===== src/rtl/spi_reg_pkg.sv =====
// Shared types and helpers for the SPI configuration register bank.
//   spi_state_e : frame phases (command bit, address field, data words)
//   CMD_WRITE   : value of the command bit that selects a write frame
//   addr_valid  : true when an address maps onto one of the registers
package spi_reg_pkg;

  typedef enum logic [1:0] {
    CMD  = 2'd0,
    ADDR = 2'd1,
    DATA = 2'd2
  } spi_state_e;

  localparam logic CMD_WRITE = 1'b1;

  // Registers occupy addresses 1..num_regs; address 0 is reserved.
  function automatic logic addr_valid(input int unsigned addr, input int unsigned num_regs);
    return (addr != 0) && (addr <= num_regs);
  endfunction

endpackage


===== src/rtl/spi_frame_ctrl.sv =====
// Frame sequencer for the SPI register bank: tracks the command/address/data
// phases, counts bits, captures the target address and (optionally) advances it
// after each data word.
// Configuration: define SPI_REG_BANK_AUTOINC_EN to increment the address after
// every data word (saturating, never wrapping back to 1).
// Ports:
//   spi_clk, rst   : clock and synchronous active-high reset
//   cs, pico_spi   : chip select (active-high) and serial data in
//   word_done      : this edge samples the last bit of a data word
//   addr_load      : this edge samples the last address bit
//   in_data        : frame is currently in the data phase
//   is_write       : command bit of the current frame was a write
//   cur_addr       : address targeted by the word in progress
//   next_addr      : address that will be targeted after this edge
module spi_frame_ctrl
  import spi_reg_pkg::*;
#(
  parameter int DATA_W = 8,
  parameter int ADDR_W = 7
) (
  input  logic              spi_clk,
  input  logic              rst,
  input  logic              cs,
  input  logic              pico_spi,
  output logic              word_done,
  output logic              addr_load,
  output logic              in_data,
  output logic              is_write,
  output logic [ADDR_W-1:0] cur_addr,
  output logic [ADDR_W-1:0] next_addr
);

  localparam int MAX_W = (ADDR_W > DATA_W) ? ADDR_W : DATA_W;
  localparam int CNT_W = (MAX_W > 2) ? $clog2(MAX_W) : 1;
  localparam logic [CNT_W-1:0] ADDR_LAST = CNT_W'(ADDR_W - 1);
  localparam logic [CNT_W-1:0] DATA_LAST = CNT_W'(DATA_W - 1);

  spi_state_e        state_q, state_d;
  logic [CNT_W-1:0]  cnt_q, cnt_d;
  logic [ADDR_W-1:0] addr_q, addr_d;
  logic              wr_q, wr_d;

  // NOTE: every output of this block is given a default before the case
  // statement, so no path leaves a value unassigned and no latch is inferred.
  always_comb begin
    state_d   = state_q;
    cnt_d     = cnt_q;
    addr_d    = addr_q;
    wr_d      = wr_q;
    word_done = 1'b0;
    addr_load = 1'b0;
    if (!cs) begin
      state_d = CMD;
      cnt_d   = '0;
    end else begin
      case (state_q)
        CMD: begin
          wr_d    = (pico_spi == CMD_WRITE);
          state_d = ADDR;
          cnt_d   = '0;
        end
        ADDR: begin
          addr_d = {addr_q[ADDR_W-2:0], pico_spi};
          if (cnt_q == ADDR_LAST) begin
            state_d   = DATA;
            cnt_d     = '0;
            addr_load = 1'b1;
          end else begin
            cnt_d = cnt_q + CNT_W'(1);
          end
        end
        DATA: begin
          if (cnt_q == DATA_LAST) begin
            word_done = 1'b1;
            cnt_d     = '0;
`ifdef SPI_REG_BANK_AUTOINC_EN
            // Saturate rather than wrap: the all-ones address is never a register.
            if (addr_q != '1) addr_d = addr_q + ADDR_W'(1);
`endif
          end else begin
            cnt_d = cnt_q + CNT_W'(1);
          end
        end
        default: state_d = CMD;
      endcase
    end
  end

  // NOTE: sequential state uses non-blocking assignments so every register
  // samples the pre-edge values regardless of statement order.
  always_ff @(posedge spi_clk) begin
    if (rst) begin
      state_q <= CMD;
      cnt_q   <= '0;
      addr_q  <= '0;
      wr_q    <= 1'b0;
    end else begin
      state_q <= state_d;
      cnt_q   <= cnt_d;
      addr_q  <= addr_d;
      wr_q    <= wr_d;
    end
  end

  assign in_data   = (state_q == DATA);
  assign is_write  = wr_q;
  assign cur_addr  = addr_q;
  assign next_addr = addr_d;

endmodule


===== src/rtl/spi_reg_bank.sv =====
// SPI slave configuration register bank. Deserialises command/address/data
// from pico_spi, holds NUM_REGS masked registers at addresses 1..NUM_REGS and
// serialises read-back on poci_spi, MSB first.
// Configuration: define SPI_REG_BANK_AUTOINC_EN for burst address auto-increment.
// Ports:
//   spi_clk    : sole clock, all logic on posedge
//   rst        : synchronous active-high reset
//   cs         : chip select, active-high; a frame runs while cs=1
//   pico_spi   : serial data in, MSB first
//   poci_spi   : serial data out, registered
//   regs       : register contents, reg k at [(k-1)*DATA_W +: DATA_W]
//   wr_strobe  : one-cycle pulse on bit k-1 after reg k is written
module spi_reg_bank
  import spi_reg_pkg::*;
#(
  parameter int NUM_REGS = 11,
  parameter int DATA_W   = 8,
  parameter int ADDR_W   = 7,
  parameter logic [NUM_REGS*DATA_W-1:0] RST_VALS =
    {8'haa, 8'h00, 8'h01, 8'h00, 8'h00, 8'h04, 8'hff, 8'h03, 8'h00, 8'hff, 8'h3f},
  parameter logic [NUM_REGS*DATA_W-1:0] REG_MASK =
    {8'hff, 8'hff, 8'h01, 8'h3f, 8'h01, 8'h07, 8'hff, 8'h03, 8'h03, 8'hff, 8'h3f},
  parameter logic [NUM_REGS-1:0] PULSE_MASK = 11'b000_0000_0100
) (
  input  logic                         spi_clk,
  input  logic                         rst,
  input  logic                         cs,
  input  logic                         pico_spi,
  output logic                         poci_spi,
  output logic [NUM_REGS*DATA_W-1:0]   regs,
  output logic [NUM_REGS-1:0]          wr_strobe
);

  logic              word_done, addr_load, in_data, is_write;
  logic [ADDR_W-1:0] cur_addr, next_addr;

  logic [DATA_W-1:0]   regs_q [NUM_REGS];
  logic [DATA_W-2:0]   shift_q, shift_d;
  logic [DATA_W-1:0]   word_d;
  logic [DATA_W-1:0]   rd_shift_q, rd_shift_d, rd_val;
  logic [NUM_REGS-1:0] wr_strobe_q, wr_strobe_d;
  logic                wr_en;

  spi_frame_ctrl #(
    .DATA_W (DATA_W),
    .ADDR_W (ADDR_W)
  ) u_frame_ctrl (
    .spi_clk   (spi_clk),
    .rst       (rst),
    .cs        (cs),
    .pico_spi  (pico_spi),
    .word_done (word_done),
    .addr_load (addr_load),
    .in_data   (in_data),
    .is_write  (is_write),
    .cur_addr  (cur_addr),
    .next_addr (next_addr)
  );

  always_comb begin
    // The completed word includes the bit being sampled on this edge.
    word_d      = {shift_q, pico_spi};
    shift_d     = word_d[DATA_W-2:0];
    wr_en       = word_done && is_write && addr_valid(32'(cur_addr), NUM_REGS);
    rd_val      = '0;
    wr_strobe_d = '0;
    for (int k = 0; k < NUM_REGS; k++) begin
      // Unmatched addresses (0, beyond NUM_REGS) leave rd_val at zero.
      if (next_addr == ADDR_W'(k + 1)) rd_val = regs_q[k];
      if (wr_en && (cur_addr == ADDR_W'(k + 1))) wr_strobe_d[k] = 1'b1;
    end

    rd_shift_d = rd_shift_q;
    if (!cs) begin
      rd_shift_d = '0;
    end else if (!is_write && (addr_load || word_done)) begin
      // Load on the edge that ends the address or the previous word, so the
      // MSB is already on poci_spi for the first data edge.
      rd_shift_d = rd_val;
    end else if (in_data) begin
      rd_shift_d = {rd_shift_q[DATA_W-2:0], 1'b0};
    end
  end

  always_ff @(posedge spi_clk) begin
    if (rst) begin
      // The register file is a handful of flops that must power up to known
      // configuration values, so every entry is reset.
      for (int k = 0; k < NUM_REGS; k++) begin
        regs_q[k] <= RST_VALS[k*DATA_W +: DATA_W] & REG_MASK[k*DATA_W +: DATA_W];
      end
      shift_q     <= '0;
      rd_shift_q  <= '0;
      wr_strobe_q <= '0;
    end else begin
      shift_q     <= shift_d;
      rd_shift_q  <= rd_shift_d;
      wr_strobe_q <= wr_strobe_d;
      for (int k = 0; k < NUM_REGS; k++) begin
        if (!cs && PULSE_MASK[k]) begin
          regs_q[k] <= RST_VALS[k*DATA_W +: DATA_W] & REG_MASK[k*DATA_W +: DATA_W];
        end else if (wr_strobe_d[k]) begin
          regs_q[k] <= word_d & REG_MASK[k*DATA_W +: DATA_W];
        end
      end
    end
  end

  always_comb begin
    for (int k = 0; k < NUM_REGS; k++) begin
      regs[k*DATA_W +: DATA_W] = regs_q[k];
    end
  end

  assign poci_spi  = rd_shift_q[DATA_W-1];
  assign wr_strobe = wr_strobe_q;

endmodule

===== config.mk =====
export PLATFORM = sky130hd
export DESIGN_NAME = spi_reg_bank
export DESIGN_NICKNAME = d
export VERILOG_FILES = /design/src/rtl/spi_reg_pkg.sv /design/src/rtl/spi_frame_ctrl.sv /design/src/rtl/spi_reg_bank.sv
export SDC_FILE = /design/constraint.sdc
export NUM_CORES = 1
export LEC_CHECK = 0
export BUFFER_PORTS_ARGS = -buffer_cell sky130_fd_sc_hd__buf_2
export CAP_MARGIN = 30
export CORE_UTILIZATION = 45
export CTS_CLUSTER_SIZE = 10
export DETAILED_ROUTE_END_ITERATION = 10
export PLACE_DENSITY = 0.71
export RECOVER_POWER = 25
export SYNTH_ARGS = -nofsm -noshare
export SYNTH_HDL_FRONTEND = slang
export SYNTH_SLANG_ARGS = --single-unit

===== constraint.sdc =====
create_clock -name spi_clk -period 2.7 [get_ports spi_clk]
set_input_delay 0.54 -clock spi_clk [delete_from_list [all_inputs] [get_ports spi_clk]]
set_output_delay 0.54 -clock spi_clk [all_outputs]
set_load 0.02 [all_outputs]

Yosys cells after proc, flatten, opt, wreduce, memory -nomap -nowiden:

Memories as Yosys holds them, arrays and structs flattened.
Cells that the tools add are included.

* $add $sub $neg: 1
* magnitude comparators: 1
* equal/unequal tests: 27
* muxes and demuxes: 88
* bitwise operators: 14
* reduce and logical (&&, ||, !) cells: 24

Operator list (number)
* 8-bit two-way mux: 25
* 7-bit by 3-bit == test with 1-bit output, second input constant: 8
* 7-bit by 4-bit == test with 1-bit output, second input constant: 8
* 1-bit two-way mux: 56
* 7-bit by 2-bit == test with 1-bit output, second input constant: 4
* 1-bit logical AND: 15
* 7-bit by 1-bit == test with 1-bit output, second input constant: 2
* 7-bit two-way mux: 2
* 1-bit OR: 12
* 3-bit case mux with 3 select lines: 1
* 7-bit by 4-bit less-or-equal comparator with 1-bit output, second input constant: 1
* 7-bit nonzero test: 1
* 3-bit == test, second input constant: 2
* 3-bit two-way mux: 2
* 2-bit case mux with 3 select lines: 1
* 2-bit AND reduction: 2
* 3-bit by 1-bit adder with 3-bit output, second input constant: 1
* 3-bit nonzero test: 1
* 2-bit by 1-bit == test with 1-bit output, second input constant: 1
* 2-bit == test, second input constant: 1
* 2-bit logical NOT: 1
* 2-bit two-way mux: 1
* 2-bit by 1-bit inequality test with 1-bit output, second input constant: 1
* 1-bit inverter: 2
* 4 further kinds: 4

* bits in registers: 39
* RAM bits: 88
* input bits: 4
* output and inout bits: 100
* word-level logic and storage cells: 163
* memories: 1

Memories
* regs_q: depth 11, width 8, read ports 11, clocked after Yosys merged registers in 0, wr ports 11, line spi_reg_bank.sv:37 `logic [DATA_W-1:0] regs_q [NUM_REGS];`

Longest topological paths before layout:

Gate-level depths: netlist (run 1).

* word-level depth: 16
* mapped depth: 11
* depth with buffers taken out: 9

Modules after synthesis:

From an unflattened synthesis (run 1), not the netlist that was laid out.

* cells, all modules: 415
* area total of the unflattened synthesis: 4543.1 µm²

By module, submodules not included
* spi_reg_bank: instances 1, cells an instance 350, area an instance 3848.7 µm², sequential area each 2112.0 µm²
* spi_frame_ctrl: instances 1, cells an instance 65, area an instance 694.4 µm², sequential area each 260.2 µm²

Least setup slack after synthesis (run 1):

No wires, ideal clock.

* kind: register to register
* from: register u_frame_ctrl.cnt_q[0]
* to: memory regs_q[7][0], enable pin
* library setup time: 322 ps
* arrival time: 2206 ps
* required time: 2378 ps
* path slack: 171 ps
* stages on the path, launching flop included: 9
* buffers on the path: 1
* period minus slack after synthesis: 2529 ps
* cell sequence: dfxtp_1 > ha_1 > ha_1 > nand4_1 > or4_1 > or3b_4 > or3_1 > buf_2 > nand2b_1

RTL lines
* from (decl): line spi_frame_ctrl.sv:39 `logic [CNT_W-1:0] cnt_q, cnt_d;`
* from (signal assigned): line spi_frame_ctrl.sv:99 `cnt_q <= cnt_d;`
* to (decl): line spi_reg_bank.sv:37

==> results of run 1 <==
## through the flow
stage	hold slack, ps	power [W]	cell area [um2]	utilization, %
3_5_place_dp	471.3	0.001876	5164	52.11
6_report	489.6	0.002780	5355	54.04
5_1_grt	499.0	0.002871	5355	54.04
4_1_cts	484.2	0.002797	5359	54.08
3_3_place_gp	466.7	0.001870	5164	52.11
2_1_floorplan	443.8	0.001819	4811	-
## critical path, cell delays in order, from the launching register on
cell     delay (ps)
dfxtp_1         380
ha_1            190
ha_1            190
nand4_1         110
or4_4           450
nor2_2          180
nand2_1          90
or3_4           440
or2_2           300
## final timing paths
kind              depth (start not counted)  slack [ps]                  endpoint
setup reg to reg                          8         120              regs_q[4][3]
setup / recovery                          8         120              regs_q[4][3]
hold / removal                            2         490  u_frame_ctrl.cur_addr[6]
hold reg to reg                           2         490  u_frame_ctrl.cur_addr[6]
## area by class of cell
class                   count  share of cell area, %
multi-input cells         315                  37.45
inverters                  14                 0.9813
clock buffers              13                  2.780
clock inverters             3                 0.8645
repair buffers            104                  10.51
flip-flops and latches     92                  44.30
well taps                 133                  3.107
## layout by cell type, fill, tap and decap left out, drive strengths merged, types with 4 or more instances in the layout
cell / n
a21oi: 24
a22o: 4
a22oi: 9
and2: 4
buf: 68
clkbuf: 49
conb: 35
dfxtp: 39
edfxtp: 53
ha: 9
inv: 15
mux2i: 10
nand2: 30
nand2b: 17
nand3: 13
nand3b: 5
nor2: 40
nor2b: 4
nor3: 13
nor3b: 7
o21ai: 6
o21bai: 5
or2: 17
or3: 13
## cell families (layout without fill, tap and decap cells)
logic type | after synthesis | in the layout | share of synthesized area [%]
buffers and inverters | 74 | 134 | 9.858
adder cells (fa/ha/maj) | 9 | 9 | 2.405
flip-flops | 92 | 92 | 50.65
other | 1 | 35 | 0.08007
AO/OA/AOI/OAI | 85 | 85 | 14.05
AND/OR/NAND/NOR | 174 | 174 | 20.25
multiplexers | 12 | 12 | 2.698
## state kept, by name, indices dropped and copies added, names as in the netlist
signal / cells
rd_shift_q: 8
regs_q: 53
shift_q: 7
u_frame_ctrl.cnt_q: 3
u_frame_ctrl.cur_addr: 7
u_frame_ctrl.is_write: 1
u_frame_ctrl.state_q: 2
wr_strobe: 11
## power breakdown
part | leakage (nW) | switching [W] | internal (W)
clock | 0.0943 | 0.000477 | 0.000459
combinational | 1.09 | 0.000211 | 0.0000861
sequential | 0.800 | 0.0000315 | 0.00152
## metal layers
metal	vias to the layer above	wire length (um)	global-route usage, %
met3	25	654	4.449
met2	163	5790	36.95
met1	1748	5062	28.86
met5	-	0	0
li1	1714	-	-
met4	0	297	8.980
## repair_timing
item / CTS / global route
endpoints found under the setup margin: 0 / 23
resized for setup: 0 / 8
buffers inserted: 0 / 2
==> out/qor.txt, run 1 <==
status = finished, violations left
violated checks = capacitance limit, slew limit
DRT Pass-1 Iters = 5
synth unique cells = 69
fin. max-slew vios = 45
register area share after synthesis = 50.65%
worst slew pin tran = 1806 ps
CTS buffer count = 9
ANT cells = 0
Synth warnings = 0
syn avg cell area = 10.48 um2
GRT Total Usage = 22.42%
min-delay worst type = reg -> reg
CTS Sinks = 92
initial antenna violation count = 0
largest net degree at the start of global routing = 45
Fin. Hold Viols = 0
cell row count = 36
Final Skew = 14.82 ps
Syn Inst Count = 447
Final #Nets = 549
CP arrival = 2690 ps
CTS H-Tree Depth = 3
Setup-failing EPs final = 0
CP Launch Type = register
CP endpoint kind = register
Root Buffer = clkbuf_8
DR vias/cell = 5.415
Cells after DPL = 656
Clock transition at path regs = 90 ps
Synth top cells by count = edfxtp_1, buf_4, dfxtp_1
Lkg Pwr = 1.979 nW
initial DRC count = 288
vias after detailed routing = 3650
synth top area cells = edfxtp_1, dfxtp_1, buf_4, nor2_1, a21oi_1
flops & latches, synth = 92
chip width = 104.0 um
Fmax = 387.1 MHz
leading area contributor after synthesis = edfxtp_1
Async SR Flop Fraction = 0%
Non-Filler Instances = 674
final wirelength = 11810 um
minimum clock period after layout = 2583 ps
crit-path max FO = 7
Post-CTS Hold Buffers = 0
Antenna Nets Post-Route = 0
DP Worst Slack = 64.09 ps
initial core utilization = 47.26%
Crit Reg-Reg Startpoint = u_frame_ctrl.cnt_q[0]
Post-Route Setup TNS = 0 ps
wire length of the first global-routing pass = 18600 um
hold path start = u_frame_ctrl.cur_addr[6]
fillers = 924
most common cell in the netlist = edfxtp_1
crit share post-route = 95.68%
I/O Buffers = 68
DR DRC count = 0
Die Area = 10820 um2
IO Pins = 104
share of the synthesized area in the top cell type = 33.98%
GRT overflow = 0
synthesized area = 4683 um2
RSZ-0062 raised after global routing = no
vias in the first global route = 3430
Clock Tree Buf Depth = 2
pwr dens = 519.1 nW/um2
crit path launch = u_frame_ctrl.cnt_q[0]
CTS tree = yes
Peak VDD IR = 340.0 uV
Max-Cap Viols = 1
Worst Setup Slack, final = 116.8 ps
main flop type after synthesis = edfxtp_1
register area = 2372 um2
DR WL/cell = 17.51 um
layout cell share with drive strength beyond 1 = 22.37%
placer congestion estimate = 0.8870
slew margin rel. = -20.41%
hpwl dp = 9045 um
WS Path Type = reg -> reg
number of synthesized flops with an enable pin = 53
area of the multi-input gates = 2006 um2
Core Area = 9910 um2
clk_lat worst skew = 360 ps
CP required = 2810 ps
DIE HEIGHT = 104.0 um
Area Overhead vs Synth = 14.35%
No activity file was read; power rests on OpenSTA's default activity.
==> inputs of run 2 (changes only) <==
--- a/config.mk
+++ b/config.mk
@@ -10,8 +10,9 @@
 export CORE_UTILIZATION = 45
 export CTS_CLUSTER_SIZE = 10
 export DETAILED_ROUTE_END_ITERATION = 10
-export PLACE_DENSITY = 0.71
+export PLACE_DENSITY_LB_ADDON = 0.2
 export RECOVER_POWER = 25
 export SYNTH_ARGS = -nofsm -noshare
 export SYNTH_HDL_FRONTEND = slang
+export SYNTH_HIERARCHICAL = 1
 export SYNTH_SLANG_ARGS = --single-unit
==> run 2 against run 1 <==
- the flow now finishes without violations
- clock-buffer cell count fell by 4
- final cell count fell by 6.7%
- sequential cell count did not move
- synthesized area fell by 3.0%
- sequential power barely moved
- critical path type unchanged
- largest power group unchanged
- highest routed layer unchanged
==> out/qor.txt, run 2 <==
minimum clock period after layout = 2584 ps
final wirelength = 11330 um
RSZ-0062 raised after global routing = no
Core Area = 9774 um2
ANT cells = 0
commonest non-fill, non-tap cell in the layout = edfxtp_1
Area Overhead vs Synth = 12.70%
Fmax = 387.0 MHz
Final Power = 0.002820 W
Cells after DPL = 613
max reg flops = 53
fin. max-slew vios = 0
fillers = 935
I/O Buffers = 68
crit-path max FO = 8
initial DRC count = 276
Peak VDD IR = 417.1 uV
pwr dens = 550.8 nW/um2
main flop type after synthesis = edfxtp_1
Post-Route Setup TNS = 0 ps
Max-Cap Viols = 0
share of the synthesized area in the top cell type = 35.03%
Syn Inst Count = 415
wire length of the first global-routing pass = 17260 um
layout cell share with drive strength beyond 1 = 20.36%
status = finished, final reports clean
DIE HEIGHT = 102.5 um
Gate power share = 9.3%
DR vias/cell = 5.308
Clock transition at path regs = 100 ps
CP arrival = 2840 ps
Final #Nets = 503
clk_lat worst skew = 370 ps
sw frac = 27.67%
Post-CTS Hold Buffers = 0
initial core utilization = 46.48%
DRT Pass-1 Iters = 5
largest net degree at the start of global routing = 23
Final Skew = 8.253 ps
CTS buffer count = 9
DR DRC count = 0
Fin. Hold Viols = 0
CP Launch Type = register
Die Area = 10500 um2
Fin Hold WS = 493.8 ps
synth unique cells = 65
CTS tree = yes
initial antenna violation count = 0
vias after detailed routing = 3339
cell row count = 36
placer congestion estimate = 0.8842
WS Path Type = reg -> reg
register area share after synthesis = 52.22%
worst slew pin tran = 1243 ps
commonest non-fill, non-tap cells in the layout = edfxtp_1, clkbuf_1, dfxtp_1
Lkg Pwr = 1.896 nW
Non-Filler Instances = 629
Root Buffer = clkbuf_8
synth top area cells = edfxtp_1, dfxtp_1, buf_4, mux2i_1, nand2b_1
sequential power share = 55.3%
syn avg cell area = 10.95 um2
Setup-failing EPs final = 0
CTS H-Tree Depth = 3
Post-CTS Setup Bufs = 0
CP required = 2960 ps
hpwl dp = 8602 um
DR WL/cell = 18.01 um
Util after Layout = 52.38%
number of synthesized flops with an enable pin = 53
Cell Int Power = 0.002040 W
synthesized area = 4543 um2
min-delay worst type = in -> reg
Synth warnings = 6
most common cell in the netlist = edfxtp_1
crit share post-route = 95.69%
sw power = 0.0007803 W
GRT Total Usage = 22.76%
Biggest register = regs_q
flops & latches, synth = 92
Synth top cells by count = edfxtp_1, dfxtp_1, buf_4
IO Pins = 104
chip width = 102.5 um
Antenna Nets Post-Route = 0
Clock Tree Buf Depth = 2
vias in the first global route = 3147
leading area contributor after synthesis = edfxtp_1
GRT overflow = 0
slew margin rel. = 17.16%
CTS Sinks = 92
CP endpoint kind = register
Async SR Flop Fraction = 0%
clock share of power = 35.4%
==> run 2: cell count changes after synthesis, sizes merged, moves of 4 or more <==
cell / previous run / this run
or3: 13 / 5
o21ai: 6 / 23
mux2: 2 / 10
nor2b: 4 / 17
a22o: 4 / 0
a21oi: 24 / 4
o21bai: 5 / 1
nor2: 40 / 30
nor3b: 7 / 3
buf: 51 / 43
nor4: 1 / 5
a22oi: 9 / 0
==> run 2: per-stage QoR <==
stage	setup WS, ps	instance area [um2]
after floorplan	133.4	4671
after global placement	193.1	4947
after detailed placement	94.50	4947
after CTS	76.51	5161
after global routing	13.25	5120
final	116.2	5120
==> run 2: final cells by class <==
cell class	instances	area [um2]	share of cell area (%)
clock buffers	9	123.9	2.419
clock inverters	7	90.09	1.760
inverters	16	60.06	1.173
multi-input cells	288	1898	37.07
flip-flops and latches	92	2372	46.33
well taps	133	166.4	3.250
repair buffers	84	409.1	7.991
==> run 2: what timing repair did <==
item / 4_1_cts / 5_1_grt
endpoints found under the hold margin: 0 / 0
endpoints found under the setup margin: 0 / 3
resized for setup: 0 / 2
==> run 2: final timing paths <==
path | from | cells past startpoint | end | slack [ps]
worst max-delay path | u_frame_ctrl/state_q[1] | 8 | rd_shift_q[4] | 120
worst max register to register | u_frame_ctrl/state_q[1] | 8 | rd_shift_q[4] | 120
worst min-delay path | pico_spi | 3 | u_frame_ctrl/is_write | 490
worst min register to register | u_frame_ctrl/cnt_q[0] | 2 | u_frame_ctrl/cnt_q[0] | 510
==> run 2: kinds of logic after synthesis <==
family                     share of synthesized area [%]
and+or+nand+nor                                    21.43
DFF                                                52.22
buffers and inverters                              9.033
AOI/OAI and AO/OA                                  9.420
muxes                                              5.618
adders and majority gates                          2.203
other                                            0.08254
==> run 2: metal layers <==
metal	global-route usage, %	vias up	share of wire [%]
met5	0	-	0
met4	8.571	0	1.6
met3	3.146	16	5.1
met2	36.72	112	50
met1	31.14	1648	43
li1	-	1563	-
==> run 2: power by group through the flow <==
stage          clock network (W)  logic, W  registers (W)
6_report                0.000998  0.000263        0.00156
5_1_grt                  0.00107  0.000286        0.00156
4_1_cts                  0.00101  0.000268        0.00156
3_5_place_dp                   0  0.000267        0.00159
3_3_place_gp                   0  0.000264        0.00159
2_1_floorplan                  0  0.000175        0.00162
==> run 2: worst max-delay path: stages, from the launching register on <==
cell and delay (ps):
dfxtp_1 410, inv_1 110, ha_1 250, nand2_4 150, mux2_4 340, or4b_4 590, o311a_1 360, a31oi_1 160
o21ai_0 100
==> inputs of run 3 (changes only) <==
--- a/config.mk
+++ b/config.mk
@@ -14,5 +14,4 @@
 export RECOVER_POWER = 25
 export SYNTH_ARGS = -nofsm -noshare
 export SYNTH_HDL_FRONTEND = slang
-export SYNTH_HIERARCHICAL = 1
 export SYNTH_SLANG_ARGS = --single-unit
==> run 3 against run 2 <==
- sequential power about the same
- cell area up 4.0%
- clock skew about the same
- clock-buffer cell count up 1
- final cell count up 6.5%
- setup slack worse by 41 ps
- sequential share of layout area down 1.8 points
- routed wire length up 4.9%
- combinational power up 12%
- global-route usage down 0.40 points
- die area up 3.0%
- via count up 7.9%
- critical path type unchanged
==> out/qor.txt, run 3 (same netlist as run 1, synthesis figures left out) <==
status = finished, final reports clean
min-delay worst type = reg -> reg
placer congestion estimate = 0.9137
Clock Tree Buf Depth = 2
Cell Int Power = 0.001947 W
layout cell share with drive strength beyond 1 = 23.65%
vias in the first global route = 3372
fillers = 948
initial core utilization = 47.26%
minimum clock period after layout = 2625 ps
CTS tree = yes
CP endpoint kind = register
sw power = 0.0007550 W
hpwl dp = 9069 um
clk_lat worst skew = 360 ps
Final #Nets = 545
Core Area = 9910 um2
Biggest register = regs_q
initial antenna violation count = 0
worst slew pin tran = 817.0 ps
Final Skew = 8.103 ps
cell row count = 36
Lkg Pwr = 1.964 nW
Peak VDD IR = 320.3 uV
Gate power share = 10.9%
fin. max-slew vios = 0
sw frac = 27.94%
Final Power = 0.002702 W
Root Buffer = clkbuf_8
area of the multi-input gates = 2013 um2
initial DRC count = 219
wire length of the first global-routing pass = 18440 um
CTS H-Tree Depth = 3
Fmax = 380.9 MHz
Util after Layout = 53.74%
RSZ-0062 raised after global routing = yes
Max-Cap Viols = 0
Clock transition at path regs = 90 ps
crit-path max FO = 6
crit share post-route = 97.22%
register area = 2374 um2
CP required = 2750 ps
slew margin rel. = 45.53%
I/O Buffers = 68
max reg flops = 53
commonest non-fill, non-tap cell in the layout = edfxtp_1
CP arrival = 2680 ps
clock share of power = 31.8%
sequential power share = 57.3%
final wirelength = 11880 um
Post-CTS Hold Buffers = 0
DR DRC count = 0
GRT Total Usage = 22.35%
GRT overflow = 0
commonest non-fill, non-tap cells in the layout = edfxtp_1, nor2_1, dfxtp_1
CTS Sinks = 92
Setup-failing EPs final = 0
WS Path Type = reg -> reg
ANT cells = 0
DR WL/cell = 17.74 um
Fin. Hold Viols = 0
CP Launch Type = register
vias after detailed routing = 3604
largest net degree at the start of global routing = 46
chip width = 104.0 um
pwr dens = 507.5 nW/um2
DIE HEIGHT = 104.0 um
CTS buffer count = 9
IO Pins = 104
Area Overhead vs Synth = 13.71%
DRT Pass-1 Iters = 5
DR vias/cell = 5.379
Die Area = 10820 um2
Antenna Nets Post-Route = 0
[run 3: metrics by stage]
stage	setup WS, ps	area, um2	instances	TNS, ps	hold WS (ps)
global route	-17.69	5325	670	-57.64	495.3
global placement	30.53	5141	653	0	460.6
finish	74.93	5325	670	0	477.9
detailed placement	-40.27	5141	653	-238.3	464.3
floorplan	171.3	4811	481	0	443.8
CTS	33.62	5318	669	0	476.3
[run 3: worst paths after layout]
| kind | start | to | slack, ps | cells past startpoint |
|---|---|---|---|---|
| worst max-delay path | u_frame_ctrl.cnt_q[1] | regs_q[7][0] | 70 | 7 |
| worst min-delay path | u_frame_ctrl.is_write | u_frame_ctrl.is_write | 480 | 2 |
| worst max register to register | u_frame_ctrl.cnt_q[1] | regs_q[7][0] | 70 | 7 |
| worst min register to register | u_frame_ctrl.is_write | u_frame_ctrl.is_write | 480 | 2 |
[run 3: critical path, cell delays in order, from the launching register on]
cell,delay (ps)
dfxtp_1,360
ha_1,160
ha_1,200
nand4_1,100
or4_1,510
or3b_4,430
or3_1,350
nand2b_2,210
[run 3: final cells by class]
class	instances	share of cell area (%)
Clock buffer	10	2.397
Inverter	14	0.9868
Multi-Input combinational cell	315	37.81
Sequential cell	92	44.57
Tap cell	133	3.125
Clock inverter	6	0.8694
Timing Repair Buffer	100	10.24
[run 3: power by group through the flow]
stage          Combinational [W]  Clock [W]  Sequential (W)
2_1_floorplan           0.000211          0         0.00161
3_3_place_gp            0.000293          0         0.00158
3_5_place_dp            0.000292          0         0.00158
4_1_cts                 0.000294   0.000870         0.00155
5_1_grt                 0.000315   0.000933         0.00155
6_report                0.000295   0.000858         0.00155
[run 3: what timing repair did]
action / in CTS / in global routing
setup buffers: 0 / 1
endpoints found under the setup margin: 6 / 49
hold endpoints to repair: 0 / 0
pin swaps: 0 / 1
gates resized for setup: 1 / 12
[run 3: layer usage]
| metal | routed length [um] | global-route usage (%) | vias up |
|---|---|---|---|
| met5 | 0 | 0 | - |
| met4 | 284 | 7.857 | 0 |
| met3 | 824 | 5.639 | 19 |
| met2 | 5608 | 35.86 | 145 |
| met1 | 5167 | 29.30 | 1734 |
| li1 | - | - | 1706 |
